$ cat src/rtl/instr_encoder_pkg.sv
// Shared RV32I encoding types and opcode constants for the instruction encoder.
package pa_riscv;

    typedef enum logic [1:0] {
        INSTR_I = 2'd0,
        INSTR_S = 2'd1,
        INSTR_R = 2'd2
    } ty_instrType;

    typedef logic [31:0] ty_instrWord;

    localparam logic [6:0] OPC_I = 7'b0000011;  // load (lw-style)
    localparam logic [6:0] OPC_S = 7'b0100011;  // store
    localparam logic [6:0] OPC_R = 7'b0110011;  // register-register ALU

    typedef enum logic [1:0] {
        ST_IDLE,
        ST_ACTIVE,
        ST_DONE
    } ty_encState;

endpackage

$ cat src/rtl/instr_field_pack.sv
// Pure combinational packer: instruction descriptor -> 32-bit RV32I word.
module instr_field_pack
    import pa_riscv::*;
(
    input  logic [1:0]  instr_type,
    input  logic [4:0]  rd,
    input  logic [4:0]  rs1,
    input  logic [4:0]  rs2,
    input  logic [2:0]  funct3,
    input  logic        funct7bit5,
    input  logic [11:0] imm,
    output logic [31:0] word,
    output logic        legal
);

    always_comb begin
        word  = '0;
        legal = 1'b1;
        case (ty_instrType'(instr_type))
            INSTR_I: word = {imm, rs1, funct3, rd, OPC_I};
            INSTR_S: word = {imm[11:5], rs2, rs1, funct3, imm[4:0], OPC_S};
            INSTR_R: word = {1'b0, funct7bit5, 5'b0, rs2, rs1, funct3, rd, OPC_R};
            default: legal = 1'b0;
        endcase
    end

endmodule

$ cat src/rtl/instr_encoder.sv
// Sequential imem program loader: accepts descriptors, packs and writes them at +4 byte steps.
// Optional XOR checksum output enabled by INSTR_ENCODER_CHECKSUM_EN.
module instr_encoder
    import pa_riscv::*;
#(
    parameter int DEPTH  = 16,
    parameter int ADDR_W = 32
) (
    input  logic              i_clk,
    input  logic              i_arst_n,
    input  logic              i_start,
    input  logic              i_valid,
    output logic              o_ready,
    input  logic [1:0]        i_type,
    input  logic [4:0]        i_rd,
    input  logic [4:0]        i_rs1,
    input  logic [4:0]        i_rs2,
    input  logic [2:0]        i_funct3,
    input  logic              i_funct7bit5,
    input  logic [11:0]       i_imm,
    output logic              o_imemWrite,
    output logic [ADDR_W-1:0] o_imemAddr,
    output logic [31:0]       o_imemWriteData,
    output logic              o_done,
    output logic              o_error
`ifdef INSTR_ENCODER_CHECKSUM_EN
    ,
    output logic [31:0]       o_checksum
`endif
);

    localparam int CNT_W = (DEPTH > 1) ? $clog2(DEPTH) : 1;

    ty_encState        state;
    logic [CNT_W-1:0]  count;
    logic [ADDR_W-1:0] addr;
    logic [31:0]       word;
    logic              legal;
    logic              last;

    instr_field_pack u_pack (
        .instr_type (i_type),
        .rd         (i_rd),
        .rs1        (i_rs1),
        .rs2        (i_rs2),
        .funct3     (i_funct3),
        .funct7bit5 (i_funct7bit5),
        .imm        (i_imm),
        .word       (word),
        .legal      (legal)
    );

    assign o_ready = (state == ST_ACTIVE);
    assign last    = (count == CNT_W'(DEPTH - 1));

    always_ff @(posedge i_clk or negedge i_arst_n) begin
        if (!i_arst_n) begin
            state           <= ST_IDLE;
            count           <= '0;
            addr            <= '0;
            o_imemWrite     <= 1'b0;
            o_imemAddr      <= '0;
            o_imemWriteData <= '0;
            o_done          <= 1'b0;
            o_error         <= 1'b0;
`ifdef INSTR_ENCODER_CHECKSUM_EN
            o_checksum      <= '0;
`endif
        end else begin
            o_imemWrite <= 1'b0;
            case (state)
                ST_ACTIVE: begin
                    if (i_valid) begin
                        count <= count + CNT_W'(1);
                        // Illegal descriptors consume a slot but leave the address in place.
                        if (legal) begin
                            o_imemWrite     <= 1'b1;
                            o_imemAddr      <= addr;
                            o_imemWriteData <= word;
                            addr            <= addr + ADDR_W'(4);
`ifdef INSTR_ENCODER_CHECKSUM_EN
                            o_checksum      <= o_checksum ^ word;
`endif
                        end else begin
                            o_error <= 1'b1;
                        end
                        if (last) begin
                            state  <= ST_DONE;
                            o_done <= 1'b1;
                        end
                    end
                end
                default: begin
                    // IDLE and DONE both restart a fresh load on i_start.
                    if (i_start) begin
                        state   <= ST_ACTIVE;
                        count   <= '0;
                        addr    <= '0;
                        o_done  <= 1'b0;
                        o_error <= 1'b0;
`ifdef INSTR_ENCODER_CHECKSUM_EN
                        o_checksum <= '0;
`endif
                    end
                end
            endcase
        end
    end

endmodule
$ cat config.mk
export PLATFORM = sky130hd
export DESIGN_NAME = instr_encoder
export DESIGN_NICKNAME = d
export VERILOG_FILES = /design/src/rtl/instr_encoder_pkg.sv /design/src/rtl/instr_field_pack.sv /design/src/rtl/instr_encoder.sv
export SDC_FILE = /design/constraint.sdc
export NUM_CORES = 1
export LEC_CHECK = 0
export BUFFER_PORTS_ARGS = -buffer_cell sky130_fd_sc_hd__buf_2
export CORE_ASPECT_RATIO = 1.5
export CORE_MARGIN = 5
export CORE_UTILIZATION = 50
export DETAILED_ROUTE_END_ITERATION = 6
export PLACE_DENSITY = 0.75
export SYNTH_ARGS = -nofsm -noshare
export SYNTH_HDL_FRONTEND = slang
export SYNTH_HIERARCHICAL = 1
export SYNTH_SLANG_ARGS = --single-unit
$ cat constraint.sdc
create_clock -name i_clk -period 5.77 [get_ports i_clk]
set_input_delay 0.577 -clock i_clk [delete_from_list [all_inputs] [get_ports i_clk]]
set_output_delay 0.577 -clock i_clk [all_outputs]
set_load 0.1 [all_outputs]
==> results.yml, run 1 <==
status:
  status: "completed"
clock_tree:
  htree_levels: 3
  cts.path.max_buffers: 2
  cts-root-buf: "clkbuf_16"
  tritoncts: "done"
  cts_hold_buf: 0
  cts_setup_buffers: 0
  clk_latency_ns: 0.34
  numCtsBuffers: 9
  post_cts_resized: 0
  clk_transition_reported_paths_ns: 0.07
  clkSinkCount: 100
route:
  drtAntennaViolNets: 0
  wl_um: 10000
  num_vias: 3762
  firstDrtPassIters: 4
  vias_per_cell: 5.17
  first_iter_violations: 116
  drc_errors: 0
  wire_per_inst_um: 13.8
timing:
  drv_slew: 0
  min_period_over_period: 0.457
  max_freq_mhz: 380
  holdWs_ns: 0.148
  worstMarginPinSlew_ns: 0.849
  finalWorstSetupSlack_ns: 3.14
  slew_headroom: 0.434
  setup_viol: 0
  tns_ns: 0
  rsz0062_at_grt: "no"
  finalHoldViolCount: 0
  min_period_ns: 2.63
  clock_skew_ns: 0.00624
floorplan:
  die_w_um: 88.9
  core_mm2: 0.00920
  rows: 43
  die_y_um: 128
  initial_core_util: 0.507
  pin_count: 105
  dieArea_mm2: 0.0114
yosys:
  ys_seq_area_frac: 0.536
  ys.flop_type: "dfrtp_1"
  async_flop_share: 1.00
  netlist_instances: 527
  netlist_area_mm2: 0.00467
  yosysWarnings: 6
  yosysUniqueCellTypes: 41
  synth_seq_cells: 100
  synth_edf_count: 0
  avgSynthCellArea_um2: 8.86
power_and_ir_drop:
  power_density_mw_per_mm2: 435
  p_leak_nw: 2.92
  power.total_mw: 2.38
  intPower_mw: 1.30
  ir_drop_mv: 0.332
  netSwitchingFraction: 0.454
  p_switching_mw: 1.08
  pwr-share-clk: 0.247
  p_comb_frac: 0.377
  power_frac_seq: 0.376
finish:
  final_core_util: 0.595
  mostFrequentLayoutCells: "206 x nand2_1, 101 x buf_2, 100 x dfrtp_1"
  n_antenna_cell: 0
  nets: 655
  layout_commonest_cell: "nand2_1"
  design_area_mm2: 0.00548
  fin_cells: 727
  drive_above_1_share: 0.216
  syn_to_final_growth_pct: 17.3
placed_design:
  placed_cell_area_mm2: 0.00518
  gp_congestion: 0.836
  preCtsSetupSlack_ns: 2.80
  hpwl_um: 7060
  place.port_buffers: 102
  dpl.cell_count: 712
critical_path:
  cp.arrival_ns: 2.90
  reg2reg_slack_ns: 3.57
  cp.required_ns: 6.03
  critPathKind: "input pin to flop"
  end_kind: "flop"
  path_max_fanout: 21
  critPathLaunchType: "input pin"
global_route:
  grt_max_degree: 71
  grt_overflow: 0
  grt_pass1_wl_um: 16600
  grt_pass1_vias: 3720
  antenna_found_initial: 0
  grt_util_all_layers: 0.184
min_path:
  hp-class: "input pin to asynchronous set/reset pin"
run:
  maxCapViolations: 0
## worst max-delay path, cell delays in order
cell,delay [ns]
buf_2,0.12
ha_1,0.44
inv_1,0.23
nand3_2,0.11
inv_2,0.06
a21oi_1,0.04
buf_4,0.20
or3_1,0.47
or4_1,0.49
a21oi_1,0.16
## cells by family after synthesis
kind of cell	count (synthesis)	synth area share
buf+inv	45	0.0464
mux	1	0.00241
compound gates	42	0.0496
xor+xnor	24	0.0450
flops	100	0.536
fa+ha+maj	7	0.0188
simple gates	306	0.300
other cells	2	0.00161
## power by group through the flow
stage	sequential [mW]	combinational, mW	clock, mW
after floorplan	1.41	0.227	0
after global placement	0.901	0.893	0
after detailed placement	0.909	0.906	0
after CTS	0.897	0.907	0.604
after global routing	0.908	0.950	0.634
final	0.896	0.898	0.589
## cells in the mapped netlist (all sizes together), types with 3 or more instances
cell type | count | area share
xor2 | 7 | 0.013
nand3 | 6 | 0.010
or3 | 4 | 0.0054
nand4 | 13 | 0.019
nor4 | 8 | 0.011
clkbuf | 26 | 0.021
inv | 8 | 0.0064
and2 | 9 | 0.012
o21ai | 19 | 0.020
nor4b | 5 | 0.011
nand2 | 206 | 0.17
nor3 | 3 | 0.0056
nor3b | 8 | 0.013
buf | 11 | 0.019
dfrtp | 100 | 0.54
a21oi | 17 | 0.018
ha | 7 | 0.019
xnor2 | 17 | 0.032
and4 | 6 | 0.011
nor2 | 32 | 0.026
and3 | 3 | 0.0043
## flip-flops by register name, indices dropped and copies added (netlist names)
signal / flops
o_imemAddr: 30
addr: 30
count: 4
o_imemWriteData: 32
o_imemWrite: 1
o_error: 1
o_done: 1
state: 1
## layer usage
metal | vias up | routed length (µm) | track usage
met5 | - | 0 | 0
met4 | 0 | 204 | 0.0845
met3 | 16 | 557 | 0.0277
met2 | 91 | 5300 | 0.328
met1 | 1801 | 3940 | 0.212
li1 | 1854 | - | -
## worst paths after layout
check | to | depth (start not counted) | from
max | addr[27] | 10 | i_type[0]
min | o_imemWriteData[14] | 1 | i_arst_n
max reg2reg | addr[27] | 9 | o_done
min reg2reg | o_imemWriteData[28] | 2 | o_imemWriteData[28]
max in group asynchronous | count[1] | 2 | i_arst_n
min in group i_clk | o_imemWriteData[28] | 2 | o_imemWriteData[28]
## final cells by class
type                    count  area (µm²)
clock buffers              11         243
clock inverters             4        50.0
fillers                   818        3720
inverters                   8        30.0
multi-input cells         385        1960
flip-flops and latches    100        2500
well taps                 112         140
repair buffers            107         551
Note: power is estimated with default switching activity, not from simulation.
==> run 2, diff against run 1 <==
- CORE_UTILIZATION: 50 -> 49
- PLACE_DENSITY: 0.75 -> 0.76
- clock period: 5.77 -> 2.2 ns (I/O delays scaled with it)
==> results.yml, run 2 (synthesis results as in run 1) <==
run:
  maxCapViolations: 0
clock_tree:
  tritoncts: "done"
  clkSinkCount: 100
  numCtsBuffers: 9
  cts.path.max_buffers: 2
  clk_latency_ns: 0.34
  cts-root-buf: "clkbuf_16"
  clk_transition_reported_paths_ns: 0.07
  htree_levels: 3
  cts_setup_buffers: 0
finish:
  drive_above_1_share: 0.238
  seqCellArea_mm2: 0.00251
  layout_commonest_cell: "nand2_1"
  syn_to_final_growth_pct: 20.7
  nFillCells: 833
  top_register: "o_imemWriteData"
  multi_input_area_mm2: 0.00201
  largest_reg_flops: 32
  nets: 662
  mostFrequentLayoutCells: "206 x nand2_1, 101 x buf_2, 99 x dfrtp_1"
  n_antenna_cell: 0
  reg.largest.list: "o_imemWriteData (32), addr (30), o_imemAddr (30)"
  design_area_mm2: 0.00563
  fin_cells: 733
  final_core_util: 0.605
placed_design:
  gp_congestion: 0.785
  dpl.cell_count: 718
  hpwl_um: 7530
  place.port_buffers: 102
  placed_cell_area_mm2: 0.00531
  preCtsSetupSlack_ns: 0.0788
power_and_ir_drop:
  power.total_mw: 6.42
  power_density_mw_per_mm2: 1140
  ir_drop_mv: 0.615
  p_comb_frac: 0.375
  netSwitchingFraction: 0.448
  p_switching_mw: 2.88
  intPower_mw: 3.55
  power_frac_seq: 0.364
  p_leak_nw: 2.98
  pwr-share-clk: 0.260
global_route:
  antenna_found_initial: 0
  grt_util_all_layers: 0.190
  grt_pass1_vias: 3917
  grt_pass1_wl_um: 17400
  grt_max_degree: 66
  grt_overflow: 0
route:
  num_vias: 3829
  wire_per_inst_um: 14.4
  vias_per_cell: 5.22
  first_iter_violations: 154
  firstDrtPassIters: 4
  wl_um: 10600
  drtAntennaViolNets: 0
  drc_errors: 0
status:
  status: "completed"
critical_path:
  critPathLaunchType: "flop"
  reg2reg_slack_ns: 0.15
  cp.arrival_ns: 2.31
  end_kind: "flop"
  cp.required_ns: 2.46
  path_max_fanout: 8
  critPathKind: "flop to flop"
floorplan:
  die_y_um: 130
  die_w_um: 89.7
  pin_count: 105
  rows: 43
  dieArea_mm2: 0.0116
  core_mm2: 0.00931
  initial_core_util: 0.501
timing:
  slew_headroom: 0.504
  tns_ns: 0
  setup_viol: 0
  min_period_ns: 2.05
  finalHoldViolCount: 0
  finalWorstSetupSlack_ns: 0.147
  drv_slew: 0
  max_freq_mhz: 487
  holdWs_ns: 0.139
  clock_skew_ns: 0.0106
  min_period_over_period: 0.933
  worstMarginPinSlew_ns: 0.744
  rsz0062_at_grt: "no"
min_path:
  hp-class: "input pin to flop"
==> run 2: cell types whose count changed in the layout (fill, tap and decap cells not counted), sizes merged <==
cell	previous run	this run
clkinvlp	2	0
dlygate4sd3	0	1
bufinv	1	2
inv	8	9
buf	107	113
clkbuf	11	10
==> run 2: power by group through the flow <==
stage | clock [mW] | sequential [mW] | combinational [mW]
2_1_floorplan | 0 | 3.70 | 0.617
3_3_place_gp | 0 | 2.36 | 2.38
3_5_place_dp | 0 | 2.37 | 2.42
4_1_cts | 1.70 | 2.34 | 2.43
5_1_grt | 1.77 | 2.37 | 2.54
6_report | 1.67 | 2.34 | 2.41
==> run 2: repair_timing <==
item | CTS | global route
endpoints found under the hold margin | 55 | 0
endpoints found under the setup margin | 0 | 1
resized for setup | 0 | 1
hold buffers | 1 | 0
==> run 2: path summary, 6_finish.rpt <==
path                               startpoint                  end  cells after the start
worst max-delay path                 addr[12]             addr[27]                      5
worst min-delay path                  i_start               o_done                      2
worst max register to register       addr[12]             addr[27]                      5
worst min register to register  o_imemAddr[2]        o_imemAddr[2]                      2
max in group asynchronous            i_arst_n             addr[16]                      3
min in group asynchronous            i_arst_n  o_imemWriteData[16]                      2
==> run 2: cell type report <==
type                            count  share of cell area
Clock inverter                      4              0.0131
Clock buffer                       10              0.0424
Sequential cell                   100               0.445
Tap cell                          112              0.0249
Inverter                            8             0.00755
Timing Repair Buffer              114               0.110
Multi-Input combinational cell    385               0.357
==> run 2: metal layers <==
metal / vias to the layer above / wire, µm / global-route usage
met5: - / 0 / 0
met4: 0 / 250 / 0.0815
met3: 24 / 660 / 0.0363
met2: 114 / 5500 / 0.334
met1: 1825 / 4170 / 0.218
li1: 1866 / - / -
==> run 2: worst max-delay path, cell delays in order, from the launching register on <==
cell	delay [ns]
dfrtp_1	0.44
and4_1	0.28
nand4_2	0.17
or3_4	0.47
or4_1	0.48
a21oi_1	0.14
